**src/rtl/timer_set_datapath_pkg.sv**
```systemverilog
// Shared constants for the timer-set datapath: field indices, per-field ranges,
// ALU select and pending-button encodings, and the month-length helper.
package timer_set_pkg;

    localparam int W  = 7;
    localparam int NF = 7;

    localparam logic [2:0] F_SEC    = 3'd0;
    localparam logic [2:0] F_MIN    = 3'd1;
    localparam logic [2:0] F_HOUR   = 3'd2;
    localparam logic [2:0] F_DAY    = 3'd3;
    localparam logic [2:0] F_MONTH  = 3'd4;
    localparam logic [2:0] F_YEARLO = 3'd5;
    localparam logic [2:0] F_YEARHI = 3'd6;
    localparam logic [2:0] F_DONE   = 3'd7;

    // Entry 7 covers K==7 so the tables can be indexed directly by K.
    localparam logic [W-1:0] FIELD_MIN [8] = '{7'd0, 7'd0, 7'd0, 7'd1, 7'd1, 7'd0, 7'd0, 7'd0};
    localparam logic [W-1:0] FIELD_MAX [8] = '{7'd59, 7'd59, 7'd23, 7'd31, 7'd12, 7'd99, 7'd99, 7'd0};

    typedef enum logic [1:0] {
        S_PASS = 2'b00,
        S_STEP = 2'b01,
        S_MIN  = 2'b10,
        S_MAX  = 2'b11
    } alu_sel_e;

    typedef enum logic [1:0] {
        BTN_NONE = 2'b00,
        BTN_UP   = 2'b01,
        BTN_DOWN = 2'b10,
        BTN_NEXT = 2'b11
    } btn_code_e;

    function automatic logic [W-1:0] days_in_month(input logic [W-1:0] month,
                                                   input logic [W-1:0] yr_hi,
                                                   input logic [W-1:0] yr_lo);
        logic [13:0] year;
        logic        leap;
        year = 14'(yr_hi) * 14'd100 + 14'(yr_lo);
        leap = (year[1:0] == 2'b00) &&
               (((year % 14'd100) != 14'd0) || ((year % 14'd400) == 14'd0));
        case (month)
            7'd4, 7'd6, 7'd9, 7'd11: return 7'd30;
            7'd2:                    return leap ? 7'd29 : 7'd28;
            default:                 return 7'd31;
        endcase
    endfunction

endpackage

```
**src/rtl/timer_set_datapath_btn_edge_sync.sv**
```systemverilog
// Two-flop synchronizer for an asynchronous button, followed by a rising-edge
// pulse (one clk wide) on the synchronized level.
module btn_edge_sync (
    input  logic clk,
    input  logic rst,
    input  logic i_btn,
    output logic o_rise
);

    logic r_meta;
    logic r_sync;
    logic r_prev;

    // Synchronizer chain plus a delayed copy for edge detection.
    always_ff @(posedge clk or posedge rst) begin
        if (rst) begin
            r_meta <= 1'b0;
            r_sync <= 1'b0;
            r_prev <= 1'b0;
        end else begin
            r_meta <= i_btn;
            r_sync <= r_meta;
            r_prev <= r_sync;
        end
    end

    assign o_rise = r_sync & ~r_prev;

endmodule

```
**src/rtl/timer_set_datapath.sv**
```systemverilog
// Timer-set datapath: field snapshot, per-field up/down ALU, button capture and
// commit handshake. Define TIMER_SET_MONTH_DAYS_EN for month/leap-aware day limits.
module timer_set_datapath
    import timer_set_pkg::*;
(
    input  logic            clk,
    input  logic            rst,
    input  logic            btn_next,
    input  logic            btn_up,
    input  logic            btn_down,
    input  logic            Kc,
    input  logic            La,
    input  logic            Lb,
    input  logic            Ea,
    input  logic            Lr,
    input  logic            Er,
    input  logic [1:0]      s,
    input  logic [NF*W-1:0] time_in,
    input  logic            set_ack,
    output logic            t,
    output logic            k7,
    output logic [2:0]      cur_field,
    output logic [W-1:0]    cur_val,
    output logic [NF*W-1:0] set_out,
    output logic            set_valid
);

    logic          w_rise_next;
    logic          w_rise_up;
    logic          w_rise_down;
    btn_code_e     w_new_code;
    btn_code_e     w_pend_base;
    logic [W-1:0]  w_field_k;
    logic [W-1:0]  w_la_val;
    logic [W-1:0]  w_min;
    logic [W-1:0]  w_max;
    logic [W-1:0]  w_a_cl;
    logic [W-1:0]  w_alu;

    logic [2:0]    r_k;
    logic [W-1:0]  r_a;
    btn_code_e     r_b;
    logic [W-1:0]  r_r;
    logic [W-1:0]  r_field [NF];
    btn_code_e     r_pending;
    logic          r_t;
    logic          r_commit;
    logic          r_set_valid;

    btn_edge_sync u_sync_next (.clk(clk), .rst(rst), .i_btn(btn_next), .o_rise(w_rise_next));
    btn_edge_sync u_sync_up   (.clk(clk), .rst(rst), .i_btn(btn_up),   .o_rise(w_rise_up));
    btn_edge_sync u_sync_down (.clk(clk), .rst(rst), .i_btn(btn_down), .o_rise(w_rise_down));

    // Encode simultaneous edges by priority; Lb clears pending before capture.
    always_comb begin
        w_new_code = BTN_NONE;
        if (w_rise_next) begin
            w_new_code = BTN_NEXT;
        end else if (w_rise_up) begin
            w_new_code = BTN_UP;
        end else if (w_rise_down) begin
            w_new_code = BTN_DOWN;
        end else begin
            w_new_code = BTN_NONE;
        end
        w_pend_base = Lb ? BTN_NONE : r_pending;
    end

    // Select field[K]; K==7 reads as zero.
    always_comb begin
        w_field_k = 7'd0;
        case (r_k)
            F_SEC:    w_field_k = r_field[0];
            F_MIN:    w_field_k = r_field[1];
            F_HOUR:   w_field_k = r_field[2];
            F_DAY:    w_field_k = r_field[3];
            F_MONTH:  w_field_k = r_field[4];
            F_YEARLO: w_field_k = r_field[5];
            F_YEARHI: w_field_k = r_field[6];
            default:  w_field_k = 7'd0;
        endcase
    end

    // Range limits for the current field, and the load value for La.
    always_comb begin
        w_min    = FIELD_MIN[r_k];
        w_max    = FIELD_MAX[r_k];
        w_la_val = w_field_k;
`ifdef TIMER_SET_MONTH_DAYS_EN
        if (r_k == F_DAY) begin
            w_max = days_in_month(r_field[4], r_field[6], r_field[5]);
        end else begin
            w_max = FIELD_MAX[r_k];
        end
        if ((r_k == F_DAY) && (w_field_k > w_max)) begin
            w_la_val = w_max;
        end else begin
            w_la_val = w_field_k;
        end
`endif
        w_a_cl = (r_a > w_max) ? w_max : r_a;
    end

    // ALU: pass, wrap-around step, or field limits.
    always_comb begin
        w_alu = w_a_cl;
        case (alu_sel_e'(s))
            S_PASS: w_alu = w_a_cl;
            S_STEP: begin
                case (r_b)
                    BTN_UP:   w_alu = (w_a_cl >= w_max) ? w_min : w_a_cl + 7'd1;
                    BTN_DOWN: w_alu = (w_a_cl <= w_min) ? w_max : w_a_cl - 7'd1;
                    default:  w_alu = w_a_cl;
                endcase
            end
            S_MIN:  w_alu = w_min;
            S_MAX:  w_alu = w_max;
            default: w_alu = w_a_cl;
        endcase
    end

    // Working registers A/B/R, field file and field counter.
    always_ff @(posedge clk or posedge rst) begin
        if (rst) begin
            r_k <= 3'd0;
            r_a <= 7'd0;
            r_b <= BTN_NONE;
            r_r <= 7'd0;
            for (int i = 0; i < NF; i++) begin
                r_field[i] <= 7'd0;
            end
        end else begin
            if (Lb) begin
                r_b <= r_pending;
            end
            if (La) begin
                r_a <= w_la_val;
            end else if (Ea) begin
                r_a <= r_r;
            end
            if (Lr) begin
                r_r <= w_alu;
            end
            if (Kc) begin
                r_k <= 3'd0;
                for (int i = 0; i < NF; i++) begin
                    r_field[i] <= time_in[i*W +: W];
                end
            end else if (Er && (r_k != F_DONE)) begin
                r_k <= r_k + 3'd1;
                for (int i = 0; i < NF; i++) begin
                    if (r_k == 3'(i)) begin
                        r_field[i] <= r_r;
                    end
                end
            end
        end
    end

    // Button capture: one pending code at a time, t marks each acceptance.
    always_ff @(posedge clk or posedge rst) begin
        if (rst) begin
            r_pending <= BTN_NONE;
            r_t       <= 1'b0;
        end else begin
            if ((w_new_code != BTN_NONE) && (w_pend_base == BTN_NONE)) begin
                r_pending <= w_new_code;
                r_t       <= 1'b1;
            end else begin
                r_pending <= w_pend_base;
                r_t       <= 1'b0;
            end
        end
    end

    // Commit request raised one cycle after the last field is written.
    always_ff @(posedge clk or posedge rst) begin
        if (rst) begin
            r_commit    <= 1'b0;
            r_set_valid <= 1'b0;
        end else begin
            r_commit <= ~Kc & Er & (r_k == F_YEARHI);
            if (Kc) begin
                r_set_valid <= 1'b0;
            end else if (r_commit) begin
                r_set_valid <= 1'b1;
            end else if (r_set_valid && set_ack) begin
                r_set_valid <= 1'b0;
            end
        end
    end

    always_comb begin
        set_out = '0;
        for (int i = 0; i < NF; i++) begin
            set_out[i*W +: W] = r_field[i];
        end
    end

    assign t         = r_t;
    assign k7        = (r_k == F_DONE);
    assign cur_field = r_k;
    assign cur_val   = r_a;
    assign set_valid = r_set_valid;

endmodule

```
**config.mk**
```make
export PLATFORM = sky130hd
export DESIGN_NAME = timer_set_datapath
export DESIGN_NICKNAME = d
export VERILOG_FILES = /design/src/rtl/timer_set_datapath_pkg.sv /design/src/rtl/timer_set_datapath_btn_edge_sync.sv /design/src/rtl/timer_set_datapath.sv
export SDC_FILE = /design/constraint.sdc
export NUM_CORES = 1
export LEC_CHECK = 0
export CORE_MARGIN = 4
export CORE_UTILIZATION = 46
export DETAILED_ROUTE_END_ITERATION = 10
export GPL_TIMING_DRIVEN = 0
export HOLD_SLACK_MARGIN = 0.15
export PLACE_DENSITY = 0.77
export SLEW_MARGIN = 5
export SYNTH_ARGS = -nofsm -noshare
export SYNTH_HDL_FRONTEND = slang
export SYNTH_SLANG_ARGS = --single-unit
```
**constraint.sdc**
```tcl
create_clock -name clk -period 4.3 [get_ports clk]
set_clock_uncertainty 0.15 [all_clocks]
set_input_delay 0.645 -clock clk [delete_from_list [all_inputs] [get_ports clk]]
set_output_delay 0.645 -clock clk [all_outputs]
set_load 0.05 [all_outputs]
```
After elaboration in Yosys (flattened, before gate mapping)
Memory sizes are Yosys's and may differ from the RTL's.
Cells that the tools add are included.
{"block": "word_totals", "output_inout_bits": 62, "word_cells": 112, "regBits": 82, "input_bits": 63, "n_memories": 2, "rom_bits": 112}
{"block": "op_classes", "eq_ne": 13, "n_mux": 32, "n_addsub": 3, "bitwise_logic": 10, "reduce_logical": 24, "n_lt_le_gt_ge": 4}
{"name": "(name not given)", "words": 8, "word_bits": 7, "rd": 1, "rd_clocked_by_memory_dff": 0, "wr": 0, "line": "timer_set_datapath.sv:87", "rtl": "w_max = FIELD_MAX[r_k];"}
{"name": "(name not given)", "words": 8, "word_bits": 7, "rd": 1, "rd_clocked_by_memory_dff": 0, "wr": 0, "line": "timer_set_datapath.sv:86", "rtl": "w_min = FIELD_MIN[r_k];"}
{"op": "$mux 7", "count": 16}
{"op": "$mux 49", "count": 2}
{"op": "$pmux 7 s7", "count": 1}
{"op": "$pmux 7 s4", "count": 1}
{"op": "$reduce_bool 2->1", "count": 10}
{"op": "$pmux 7 s2", "count": 1}
{"op": "$reduce_and 2->1", "count": 7}
{"op": "$eq 3x3->1 const B", "count": 4}
{"op": "$mux 2", "count": 5}
{"op": "$add 7x1->7 const B", "count": 1}
{"op": "$ge 7x7->1", "count": 1}
{"op": "$gt 7x7->1", "count": 1}
{"op": "$le 7x7->1", "count": 1}
{"op": "$sub 7x1->7 const B", "count": 1}
{"op": "$eq 2x2->1 const B", "count": 3}
{"op": "$eq 3x2->1 const B", "count": 2}
{"op": "$mux 3", "count": 2}
{"op": "$and 1x1->1", "count": 5}
{"op": "$eq 2x1->1 const B", "count": 2}
{"op": "$ge 4x4->1 const B", "count": 1}
{"op": "$logic_not 2->1", "count": 2}
{"op": "$mux 1", "count": 4}
{"op": "$not 1->1", "count": 4}
{"op": "$not 3->4", "count": 1}
{"op": "other kinds (6)", "count": 8}

Logic depth before layout (Yosys ltp)
{"block": "logic_depth", "depth_word": 10, "depth_mapped": 23, "ltp_nobuf": 21}

Hierarchy
A second synthesis with hierarchy kept.
{"block": "hier_totals", "hier_cells": 594, "area_unflattened_um2": 5348.9}
{"module": "timer_set_datapath", "instances": 1, "seq_area_each_um2": 1826.8, "cells_each": 579, "area_each_um2": 5071.1}
{"module": "btn_edge_sync", "instances": 3, "seq_area_each_um2": 75.1, "cells_each": 5, "area_each_um2": 92.6}

Least setup slack after synthesis
Ideal clock, no wire load.
{"block": "synth_path", "kind": "register to register", "start": "register r_k[1] (netlist: cur_field[1])", "end": "register r_r[2]", "period_less_slack_ps": 4994, "t_required_ps": 4068, "slack_ps": -694, "n_path_buf": 0, "setup_ps": 82, "t_arrival_ps": 4762, "path_stages_with_launch": 20, "path_cell_list": "dfrtp_1 inv_1 ha_1 and2_2 a21oi_1 ha_1 nand4_1 a211o_1 a22oi_4 mux2i_1 ha_1 nor2b_1 o21ai_0 a21oi_1 o21ai_0 nor2_1 nand3_1 mux2i_1 a21oi_1 a31oi_1"}
{"block": "synth_between", "elab_chain_cells": 10, "elab_cells_between_ends": 17, "classes_between": "add/sub (2); order compare (3); mux (9); bitwise (1); memory (2)"}
{"item": "start: declaration", "line": "timer_set_datapath.sv:40", "rtl": "logic [2:0] r_k;"}
{"item": "start signal: assignment", "line": "timer_set_datapath.sv:150", "rtl": "r_k <= r_k + 3'd1;"}
{"item": "$not 3->4 (implied by the code) *", "line": "timer_set_datapath.sv:86, timer_set_datapath.sv:87"}
{"item": "$mem_v2 8x7"}
{"item": "$mux 7 (implied by the code) (2 in series)", "line": "timer_set_datapath.sv:87"}
{"item": "$gt 7x7->1", "line": "timer_set_datapath.sv:101", "rtl": "w_a_cl = (r_a > w_max) ? w_max : r_a;"}
{"item": "$mux 7", "line": "timer_set_datapath.sv:101"}
{"item": "$sub 7x1->7, or another cell as far along", "line": "timer_set_datapath.sv:112", "rtl": "BTN_DOWN: w_alu = (w_a_cl <= w_min) ? w_max : w_a_cl - 7'd1;"}
{"item": "$mux 7 (on tied branches)", "line": "timer_set_datapath.sv:112, timer_set_datapath.sv:111"}
{"item": "$pmux 7 s2", "line": "timer_set_datapath.sv:110", "rtl": "case (r_b)"}
{"item": "$pmux 7 s4 *", "line": "timer_set_datapath.sv:107", "rtl": "case (alu_sel_e'(s))"}
{"item": "end signal: assignment", "line": "timer_set_datapath.sv:142", "rtl": "r_r <= w_alu;"}
{"item": "end: declaration", "line": "timer_set_datapath.sv:43", "rtl": "logic [W-1:0] r_r;"}
Mark *: on every way between the ends. The rest lies on a longest branch, timed or not. The select of a mux whose other input is x is not followed.
A chain may end at the register's enable or synchronous reset.

Worst setup path after layout
{"block": "layout_path", "start": "register r_k[1] (netlist: cur_field[1])", "end": "register r_r[5]"}
The elaborated chain is that of the path after synthesis.

==> metrics.cfg <==
[pwr]
p_int_w=0.00194
peakVddDrop_uv=293
power_switching_w=0.00134
power.leakage_nw=3.23
switching_share_pct=40.7
combPwrFrac_pct=46.8
power_frac_seq_pct=29.3
pwr_density_cell_mw_per_mm2=441
power.clock.fraction_pct=23.9

[logic_synthesis]
synthArstFlopShare_pct=100
ys_warn_count=0
synth_nets=662
yosysTopAreaCell=dfrtp_1
syn_area_per_cell_um2=9.16
synth_area_leaders=dfrtp_1 (39%), mux2i_1 (11%), o21ai_0 (6.5%), ha_1 (5.7%), nand2_1 (4.8%)
ys_seq_area_share_pct=38.9
synth.distinct_cells=67
yosysTopAreaCellShare_pct=38.9
synth_seq_cells=82
synthFlopType=dfrtp_1
postSynthCellCount=575
syn_area_mm2=0.00527
synth_edf_count=0

[setup_path]
crit_path_frequent_cell=ha_4
crit_fanout=6
crit_family=compound AO/OA/AOI/OAI gates
required_ps=4380
end_kind=flop
critPathLaunchType=flop
worstPathArrival_ps=4430
slowest_stage=dfrtp_2
crit_path_cell_trace=inv_4 -> ha_4 -> and2_4 -> clkinvlp_4 -> ha_4 -> nand4_1 -> a211o_1 -> a22oi_4 -> buf_6 -> mux2_4 -> ha_4 -> nand2_2 -> o21ai_2 -> a21oi_2 -> o21ai_4 -> nor2_4 -> buf_6 -> a21oi_2 -> o211ai_1 -> a21o_1
crit_path_max_incr_delay_ps=400
cp.buffers_inverters=4
path_class=flop to flop

[placement]
dpl.cell_count=835
port_buffers=119
dpl.hpwl_um=13600
place_congestion=0.923

[cells_and_area]
fill_cells=914
postLayoutCoreUtil_pct=67.4
final_cell_mix=clkdlybuf4s50_1 (119), dfrtp_1 (79), nand2_1 (67)
antenna_cells=0
drive_above_1_share_pct=15.5
area_growth_pct=41.2
layout.cells.most_common=clkdlybuf4s50_1
final_cells=887
nets=829

[clock_network]
tritoncts=built
cts-buffers-inserted=9
clk_pin_slew_worst_paths_ps=60
clock_path_buffers=2
htreeDepth=3
cts.sinks=82
insertion_delay_ps=350
clockRootBuffer=clkbuf_16

[drt]
drc=0
drt-pass1-iter-count=5
drt-wirelength-per-cell_um=21.3
routed_wl_um=18900
postRouteAntennaNets=0
viasPerCell=6.02
vias=5344
drtIter0Drc=507

[floorplanning]
fp-row-count=38
design.die.area_mm2=0.0132
io_pins=125
core_mm2=0.0110
initial_core_util_pct=47.8
chipHeight_um=115
fp.dieW_um=115

[worst_hold_path]
holdCritPathClass=flop to flop

[grt]
grt_pass1_wl_um=29200
grt.total_usage_pct=28.7
grt_overflow_total=0
grt_pass1_vias=5371
grt_max_degree=63
antenna_found_initial=0

[sta]
setup_viol=1
worst_slack_ps=-47.7
final_max_slew_viol_count=0
hold_violations=0
slew_headroom_pct=19.0
rsz0062_at_grt=yes
holdWs_ps=198
max_slew.worst_pin.slew_ps=1200
min_period_ps=4350
max_freq_mhz=230
fin_crit_sh_pct=101

[outcome]
outcome=complete, but fails checks
violations=negative setup slack

[flow_run]
cap_viol_max_count=0

==> flip-flops by register name, summed over array words and instances (netlist names), 2 cells and up <==
| register | cells |
|---|---|
| cur_field | 3 |
| cur_val | 7 |
| r_b | 2 |
| r_pending | 2 |
| r_r | 7 |
| set_out | 49 |
==> cells in the mapped netlist, drive strengths merged, types with 2 or more instances <==
cell and instances:
xnor2 4, nor3b 3, o22a 2, dfrtp 82
inv 23, o21a 8, nand3 14, a222oi 13
nor2b 14, a2bb2oi 2, a21oi 38, buf 9
mux2 5, nand2b 6, a32oi 3, nor4 2
nand2 69, ha 24, a21boi 3, clkbuf 33
o22ai 6, o2111a 2, a211oi 2, and2 2
and3 3, nor3 5, nor2 28, a221oi 3
a21o 5, a31oi 7, o21ai 68, or2 3
nand4 3, o211ai 7, mux2i 59
==> path summary, 6_finish.rpt <==
kind / from / to / slack, ps / cells after the start
min in group asynchronous: rst / u_sync_up.r_sync / 450 / 2
max in group asynchronous: rst / cur_field[0] / 2930 / 3
max reg2reg: cur_field[1] / r_r[5] / -50 / 20
min reg2reg: u_sync_down.r_meta / u_sync_down.r_sync / 200 / 0
max: cur_field[1] / r_r[5] / -50 / 20
min: u_sync_down.r_meta / u_sync_down.r_sync / 200 / 0
==> routing by layer <==
layer	vias up	wire length, µm	GRT usage (%)
met5	-	0	0
li1	2419	-	-
met4	0	803	12.1
met2	298	8790	45.4
met3	60	1490	4.58
met1	2567	7770	39.1
==> timing repair <==
action	in CTS	in global routing
resized for setup	12	23
hold buffers	0	0
buffers inserted	19	17
setup endpoints to repair	7	7
pin swaps	9	19
==> power by group through the flow <==
stage	Sequential, W	Combinational [W]	Clock, W
global route	0.000970	0.00163	0.000826
floorplan	0.00117	0.000650	0
finish	0.000960	0.00153	0.000784
detailed placement	0.000970	0.00129	0
global placement	0.000965	0.00127	0
CTS	0.000955	0.00139	0.000793
==> logic make-up (layout without fill, tap and decap cells) <==
| kind of cell | after synthesis | after routing | share of synthesized area, % |
|---|---|---|---|
| buffers and inverters | 66 | 238 | 5.58 |
| flip-flops | 82 | 82 | 38.9 |
| XOR/XNOR | 4 | 4 | 0.808 |
| adder cells (fa/ha/maj) | 24 | 24 | 5.70 |
| AO/OA/AOI/OAI | 181 | 181 | 22.5 |
| AND/OR/NAND/NOR | 154 | 154 | 13.9 |
| multiplexers | 64 | 64 | 12.6 |
==> area by class of cell <==
type | instances | area [µm²] | area share, %
Inverter | 24 | 111 | 1.50
Timing Repair Buffer | 156 | 1500 | 20.2
Tap cell | 140 | 175 | 2.35
Clock inverter | 7 | 76.3 | 1.03
Clock buffer | 9 | 225 | 3.03
Sequential cell | 82 | 2060 | 27.6
Multi-Input combinational cell | 427 | 3090 | 41.6
Buffer | 42 | 199 | 2.67
==> per-stage QoR <==
step                      power (W)  cell area [µm²]  setup TNS (ps)  worst slack (ps)
after floorplan             0.00182             5300               0             0.663
after global placement      0.00224             6660           -4950              -809
after detailed placement    0.00226             6690           -4790              -814
after CTS                   0.00313             7210               0              22.5
after global routing        0.00343             7440            -646              -146
final                       0.00328             7440           -47.7             -47.7
No activity file was read; power rests on OpenSTA's default activity.
